**src/rtl/schedule_1_pkg.sv**
```systemverilog
// Shared definitions for scheduler stage 1: opcode constants, FSM encoding and the
// registered output bundle handed to stage 2.
package schedule_1_pkg;

   localparam logic [6:0]  OP_SYSTEM  = 7'b1110011;
   localparam logic [6:0]  OP_FENCE   = 7'b0001111;
   localparam logic [16:0] NOP_OPCODE = 17'h0013;

   typedef enum logic [0:0] {
      StRun   = 1'b0,
      StDrain = 1'b1
   } sched_state_e;

   typedef struct packed {
      logic        valid;
      logic        illegal;
      logic [7:0]  lane;
      logic [31:0] pc;
      logic [16:0] opcode;
      logic [4:0]  rd;
      logic [4:0]  rs1;
      logic [4:0]  rs2;
      logic [11:0] csr;
      logic [31:0] imm;
   } sched_out_t;

   function automatic sched_out_t bubble_out();
      sched_out_t b;
      b        = '0;
      b.opcode = NOP_OPCODE;
      return b;
   endfunction

   function automatic logic is_serial(input logic [6:0] op);
      return (op == OP_SYSTEM) || (op == OP_FENCE);
   endfunction

endpackage

```
**src/rtl/schedule_1_scoreboard.sv**
```systemverilog
// Pending-write mask; a writeback clears its bit combinationally so the hazard check
// sees the retirement in the same cycle.
module schedule_1_scoreboard (
   input  logic        CLK,
   input  logic        RST,
   input  logic        flush_i,
   input  logic        set_i,
   input  logic [4:0]  set_rd_i,
   input  logic        wb_valid_i,
   input  logic [4:0]  wb_rd_i,
   output logic [31:0] eff_mask_o
);

   logic [31:0] pending_q, pending_d, wb_clr;

   always_comb begin
      wb_clr = '0;
      if (wb_valid_i) wb_clr[wb_rd_i] = 1'b1;
      eff_mask_o = pending_q & ~wb_clr;
      // Set is applied after the clear so a same-register set wins.
      pending_d  = eff_mask_o;
      if (set_i && (set_rd_i != 5'd0)) pending_d[set_rd_i] = 1'b1;
      if (flush_i) pending_d = '0;
   end

   always_ff @(posedge CLK) begin
      if (RST) pending_q <= '0;
      else     pending_q <= pending_d;
   end

endmodule

```
**src/rtl/schedule_1.sv**
```systemverilog
// Scheduler stage 1: lane select, register-hazard check, SYSTEM/FENCE serialisation and
// the registered hand-off to stage 2.
module schedule_1
   import schedule_1_pkg::*;
#(
   parameter int unsigned COP_NUMS = 32'd1,
   parameter int unsigned PNUMS    = COP_NUMS + 1
) (
   input  logic                CLK,
   input  logic                RST,
   input  logic                FLUSH,
   input  logic                MMU_WAIT,
   input  logic [PNUMS-1:0]    CHECK_ACCEPT,
   input  logic [32*PNUMS-1:0] CHECK_PC,
   input  logic [17*PNUMS-1:0] CHECK_OPCODE,
   input  logic [5*PNUMS-1:0]  CHECK_RD,
   input  logic [5*PNUMS-1:0]  CHECK_RS1,
   input  logic [5*PNUMS-1:0]  CHECK_RS2,
   input  logic [12*PNUMS-1:0] CHECK_CSR,
   input  logic [32*PNUMS-1:0] CHECK_IMM,
   input  logic                WB_VALID,
   input  logic [4:0]          WB_RD,
   output logic                SCHEDULE_STALL,
   output logic                SCHEDULE_VALID,
   output logic                SCHEDULE_ILLEGAL,
   output logic [7:0]          SCHEDULE_LANE,
   output logic [31:0]         SCHEDULE_PC,
   output logic [16:0]         SCHEDULE_OPCODE,
   output logic [4:0]          SCHEDULE_RD,
   output logic [4:0]          SCHEDULE_RS1,
   output logic [4:0]          SCHEDULE_RS2,
   output logic [11:0]         SCHEDULE_CSR,
   output logic [31:0]         SCHEDULE_IMM,
   output logic [31:0]         STALL_CNT
);

   int           sel_idx;
   logic         any_accept, hazard, serial, stall, issue, sb_set;
   logic [31:0]  eff_mask;
   sched_out_t   sel, out_q, out_d;
   sched_state_e state_q, state_d, state_n;
   logic [31:0]  cnt_q, cnt_d;

   // Lowest-index accepting lane; lane 0 when none accepts.
   always_comb begin
      sel_idx = 0;
      for (int i = int'(PNUMS) - 1; i >= 0; i--) begin
         if (CHECK_ACCEPT[i]) sel_idx = i;
      end
   end

   assign any_accept = |CHECK_ACCEPT;

   always_comb begin
      sel         = '0;
      sel.valid   = 1'b1;
      sel.illegal = ~any_accept;
      sel.lane    = sel_idx[7:0];
      sel.pc      = CHECK_PC[sel_idx*32 +: 32];
      sel.opcode  = CHECK_OPCODE[sel_idx*17 +: 17];
      sel.rd      = CHECK_RD[sel_idx*5 +: 5];
      sel.rs1     = CHECK_RS1[sel_idx*5 +: 5];
      sel.rs2     = CHECK_RS2[sel_idx*5 +: 5];
      sel.csr     = CHECK_CSR[sel_idx*12 +: 12];
      sel.imm     = CHECK_IMM[sel_idx*32 +: 32];
   end

   // Bit 0 of the mask is never set, so x0 operands cannot hazard.
   assign hazard = any_accept &&
                   (eff_mask[sel.rs1] || eff_mask[sel.rs2] || eff_mask[sel.rd]);
   assign serial = is_serial(sel.opcode[6:0]);

   always_comb begin
      state_d = state_q;
      stall   = 1'b0;
      issue   = 1'b0;
      unique case (state_q)
         StRun: begin
            if (hazard) begin
               stall = 1'b1;
            end else if (serial && (|eff_mask)) begin
               stall   = 1'b1;
               state_d = StDrain;
            end else begin
               issue = 1'b1;
            end
         end
         StDrain: begin
            if (|eff_mask) begin
               stall = 1'b1;
            end else begin
               issue   = 1'b1;
               state_d = StRun;
            end
         end
      endcase
   end

   assign SCHEDULE_STALL = stall & ~MMU_WAIT;
   assign sb_set         = issue & any_accept & ~MMU_WAIT & ~FLUSH;

   always_comb begin
      out_d   = out_q;
      state_n = state_q;
      cnt_d   = cnt_q;
      if (FLUSH) begin
         out_d   = bubble_out();
         state_n = StRun;
      end else if (!MMU_WAIT) begin
         out_d   = issue ? sel : bubble_out();
         state_n = state_d;
         if (stall) cnt_d = cnt_q + 32'd1;
      end
   end

   always_ff @(posedge CLK) begin
      if (RST) begin
         out_q   <= bubble_out();
         state_q <= StRun;
         cnt_q   <= '0;
      end else begin
         out_q   <= out_d;
         state_q <= state_n;
         cnt_q   <= cnt_d;
      end
   end

   schedule_1_scoreboard u_scoreboard (
      .CLK        (CLK),
      .RST        (RST),
      .flush_i    (FLUSH),
      .set_i      (sb_set),
      .set_rd_i   (sel.rd),
      .wb_valid_i (WB_VALID),
      .wb_rd_i    (WB_RD),
      .eff_mask_o (eff_mask)
   );

   assign SCHEDULE_VALID   = out_q.valid;
   assign SCHEDULE_ILLEGAL = out_q.illegal;
   assign SCHEDULE_LANE    = out_q.lane;
   assign SCHEDULE_PC      = out_q.pc;
   assign SCHEDULE_OPCODE  = out_q.opcode;
   assign SCHEDULE_RD      = out_q.rd;
   assign SCHEDULE_RS1     = out_q.rs1;
   assign SCHEDULE_RS2     = out_q.rs2;
   assign SCHEDULE_CSR     = out_q.csr;
   assign SCHEDULE_IMM     = out_q.imm;
   assign STALL_CNT        = cnt_q;

endmodule
```
**config.mk**
```make
export PLATFORM = sky130hd
export DESIGN_NAME = schedule_1
export DESIGN_NICKNAME = d
export VERILOG_FILES = /design/src/rtl/schedule_1_pkg.sv /design/src/rtl/schedule_1_scoreboard.sv /design/src/rtl/schedule_1.sv
export SDC_FILE = /design/constraint.sdc
export NUM_CORES = 1
export LEC_CHECK = 0
export ABC_AREA = 1
export CAP_MARGIN = 40
export CORE_AREA = 2 2 147 149
export CTS_CLUSTER_SIZE = 10
export DETAILED_ROUTE_END_ITERATION = 10
export DIE_AREA = 0 0 149 151
export PLACE_DENSITY_LB_ADDON = 0.05
export SETUP_SLACK_MARGIN = 0.5
export SLEW_MARGIN = 20
export SYNTH_ARGS = -nofsm -noshare
export SYNTH_HDL_FRONTEND = slang
export SYNTH_HIERARCHICAL = 1
export SYNTH_SLANG_ARGS = --single-unit
```
**constraint.sdc**
```tcl
create_clock -name CLK -period 5.85 [get_ports CLK]
set_clock_uncertainty 0.05 [all_clocks]
set_input_delay 1.17 -clock CLK [delete_from_list [all_inputs] [get_ports CLK]]
set_output_delay 1.17 -clock CLK [all_outputs]
set_load 0.005 [all_outputs]
```
==> impl_metrics.csv, run 1 <==
group,metric,value,unit
run_status,status,"finished clean",
clock_network,clock_path_buffers,2,
clock_network,cts_buffers,17,
timing,rsz0062_at_grt,"no",
power_and_ir_drop,ir_drop,0.1984,mV
synth,synthCells,1665,
placed_design,gp_congestion,0.9261,
synth,synth.largest_area_cell,"dfxtp_1",
synth,synth-edff-count,0,
placed_design,io_buffers,371,
min_path,min_from,"SCHEDULE_PC[0]$_SDFFE_PP0N_",
worst_setup_path,r2r-start,"u_scoreboard/pending_q[29]$_SDFF_PP0_",
synth,synth_top_area_share,34.92,%
route,postRouteAntennaNets,0,
cells_and_area,area_growth,46.11,%
synth,ys_seq_elements,176,
timing,max_freq,200.6,MHz
route,wl,40150,um
floorplanning,die_x,149,um
timing,setup_viol,0,
synth,synth_cell_type_count,37,
timing,fin_ws,0.8655,ns
route,wl_per_cell,17.57,um
placed_design,dpl-instance-area,0.01396,mm2
synth,synth_area,0.01009,mm2
timing,min_period,4.985,ns
route,dr.pass1.iters,6,
clock_network,cts_root_buffer,"clkbuf_16",
cells_and_area,final_layout_size_suffix_gt1_share,5.478,%
floorplanning,start_util,48.46,%
synth,synth_most_common_cell,"nand2_1",
floorplanning,die_h,151,um
route,via_count,12041,
route,drcViolationCount,0,
synth,yosys_most_used_dff,"dfxtp_1",
cells_and_area,final_nets,2225,
flow_run,drv_cap,0,
cells_and_area,stdcell_area,0.01474,mm2
global_routing,met1_usage,43.36,%
placed_design,dpl_worst_slack,0.06101,ns
route,via_per_inst,5.270,
clock_network,h-tree-depth,4,
synth,synth_area_leaders,"dfxtp_1 (35%), nand2_1 (29%), a21oi_1 (8.4%), nand3_1 (5.7%), inv_1 (4.6%)",
synth,async_flop_share,0,%
worst_setup_path,critPathLaunch,"WB_RD[0]",
floorplanning,core,0.02082,mm2
power_and_ir_drop,p_leak,6.055,nW
worst_setup_path,cp_data_required_time,4.63,ns
global_routing,globalRouteMet2Util,56.64,%
timing,finalMaxSlewViolations,0,
global_routing,overflow,0,
floorplanning,pin_count,379,
clock_network,hold_buffers,0,
clock_network,clock_latency,0.43,ns
clock_network,cts_tree,"yes",
clock_network,clkTransAtPathRegs,0.07,ns
worst_setup_path,crit_path_start_kind,"input pin",
power_and_ir_drop,power_density,203.6,mW/mm2
floorplanning,num_rows,53,
global_routing,grt.total_usage,34.33,%
min_path,min_path_type,"register to register",
timing,hold_viol_final,0,
global_routing,use_met3,6.566,%
route,drtIter0Drc,966,
worst_setup_path,critPathCaptureType,"primary output",
synth,ys_seq_area_share,34.92,%
worst_setup_path,critPathArrivalTime,3.76,ns
synth,ys_warn_count,6,
timing,tightest_slew,0.7129,ns
global_routing,grt_pass1_vias,11164,
timing,post-route-period-util,85.21,%
power_and_ir_drop,total_power,3.001,mW
global_routing,grt.busiest_layer,"met2",
timing,final.setup.tns,0,ns
floorplanning,die_area,0.02250,mm2
global_routing,antenna_found_initial,2,
global_routing,grt_max_degree,72,
worst_setup_path,cp_max_fo,6,
global_routing,grt_first_pass_wirelength,60900,um
placed_design,hpwl,30020,um
clock_network,clkSinkCount,176,
worst_setup_path,worstSetupPathType,"input pin to primary output",
synth,synth_area_per_cell,6.060,um2
synth,synth_common_cells,"nand2_1 (768), dfxtp_1 (176), a21oi_1 (169), inv_1 (123), nand3_1 (114)",
timing,maxSlewHeadroom,52.42,%
state kept, by name, indices dropped and copies added, names as in the netlist:
signal,cells
SCHEDULE_ILLEGAL,1
STALL_CNT,32
SCHEDULE_IMM,32
SCHEDULE_RS2,5
u_scoreboard/pending_q,32
SCHEDULE_OPCODE,17
SCHEDULE_PC,32
state_q,1
SCHEDULE_LANE,1
SCHEDULE_RS1,5
SCHEDULE_VALID,1
SCHEDULE_CSR,12
SCHEDULE_RD,5
cells in the final DEF, fill, tap and decap left out, types with 17 or more instances in the layout:
cell	Yosys	routed
a21oi_1	169	169
nand4_1	37	37
nand3_1	114	112
dfxtp_1	176	176
nor2_1	43	40
nand2_1	768	765
clkdlybuf4s50_1	0	367
clkbuf_16	0	17
inv_1	123	122
xor2_1	25	25
nor3_1	21	21
metal layers:
metal  up-vias  wire [um]  share of wire (%)
met5         -         17              0.042
met4         2       1692                4.2
met3        99       3021                7.5
met2       473      18880                 47
met1      5525      16540                 41
li1       5942          -                  -
kinds of logic after synthesis:
logic type | synth area share [%]
fa+ha+maj | 0.1240
buf+inv | 9.338
simple gates | 42.57
mux | 0.09921
xor+xnor | 2.604
compound gates | 10.31
flops | 34.92
other cells | 0.03717
worst paths after layout:
check,end,slack (ns),cells after the start
worst min-delay path,SCHEDULE_PC[0]$_SDFFE_PP0N_,0.41,2
worst min register to register,SCHEDULE_PC[0]$_SDFFE_PP0N_,0.41,2
worst max-delay path,SCHEDULE_STALL,0.87,17
worst max register to register,u_scoreboard/pending_q[12]$_SDFF_PP0_,2.61,14
timing repair:
action,4_1_cts,5_1_grt
gates cloned,1,1
pin swaps,1,0
gates resized for setup,22,13
setup buffers,3,0
hold endpoints to repair,0,0
endpoints found under the setup margin,1,1
through the flow:
| stage | util [%] | instances | hold WS, ns |
|---|---|---|---|
| finish | 70.80 | 2285 | 0.4146 |
| global route | 70.78 | 2284 | 0.4276 |
| CTS | 70.54 | 2282 | 0.4143 |
| detailed placement | 67.07 | 2247 | 0.3948 |
| global placement | 66.60 | 2242 | 0.3823 |
| floorplan | - | 1671 | 0.3746 |
area by class of cell:
| cell class | instances | area [um2] |
|---|---|---|
| diodes | 2 | 5.005 |
| inverters | 134 | 506.7 |
| well taps | 275 | 344.1 |
| multi-input cells | 1271 | 5742 |
| flip-flops and latches | 176 | 3523 |
| repair buffers | 396 | 4020 |
| clock inverters | 12 | 147.6 |
| fillers | 1852 | 6081 |
| clock buffers | 19 | 452.9 |
report_power, final:
group          switching, mW  internal, mW
clock network          0.513         0.661
logic                  0.325         0.275
registers             0.0103          1.22
worst max-delay path, stage by stage:
cell             delay (ns)
clkdlybuf4s50_1        0.57
nand3_1                0.28
o21ai_1                0.32
inv_1                  0.14
inv_1                  0.11
nand2_1                0.06
nand3_1                0.10
nand3_1                0.08
nand3_1                0.10
nand3_1                0.08
nand2_1                0.10
nand3_1                0.11
nand2_1                0.14
nand3_4                0.07
inv_1                  0.08
nor2_1                 0.05
dlymetal6s2s_1         0.17
Note: power is estimated with default switching activity, not from simulation.
==> run 2: changes to the inputs <==
--- a/config.mk
+++ b/config.mk
@@ -6,6 +6,7 @@
 export NUM_CORES = 1
 export LEC_CHECK = 0
 export ABC_AREA = 1
+export ABC_CLOCK_PERIOD_IN_PS = 5850
 export CAP_MARGIN = 40
 export CORE_AREA = 2 2 147 149
 export CTS_CLUSTER_SIZE = 10
==> results of run 2 <==
The final DEF is identical to that of run 1; final timing and power are the same.
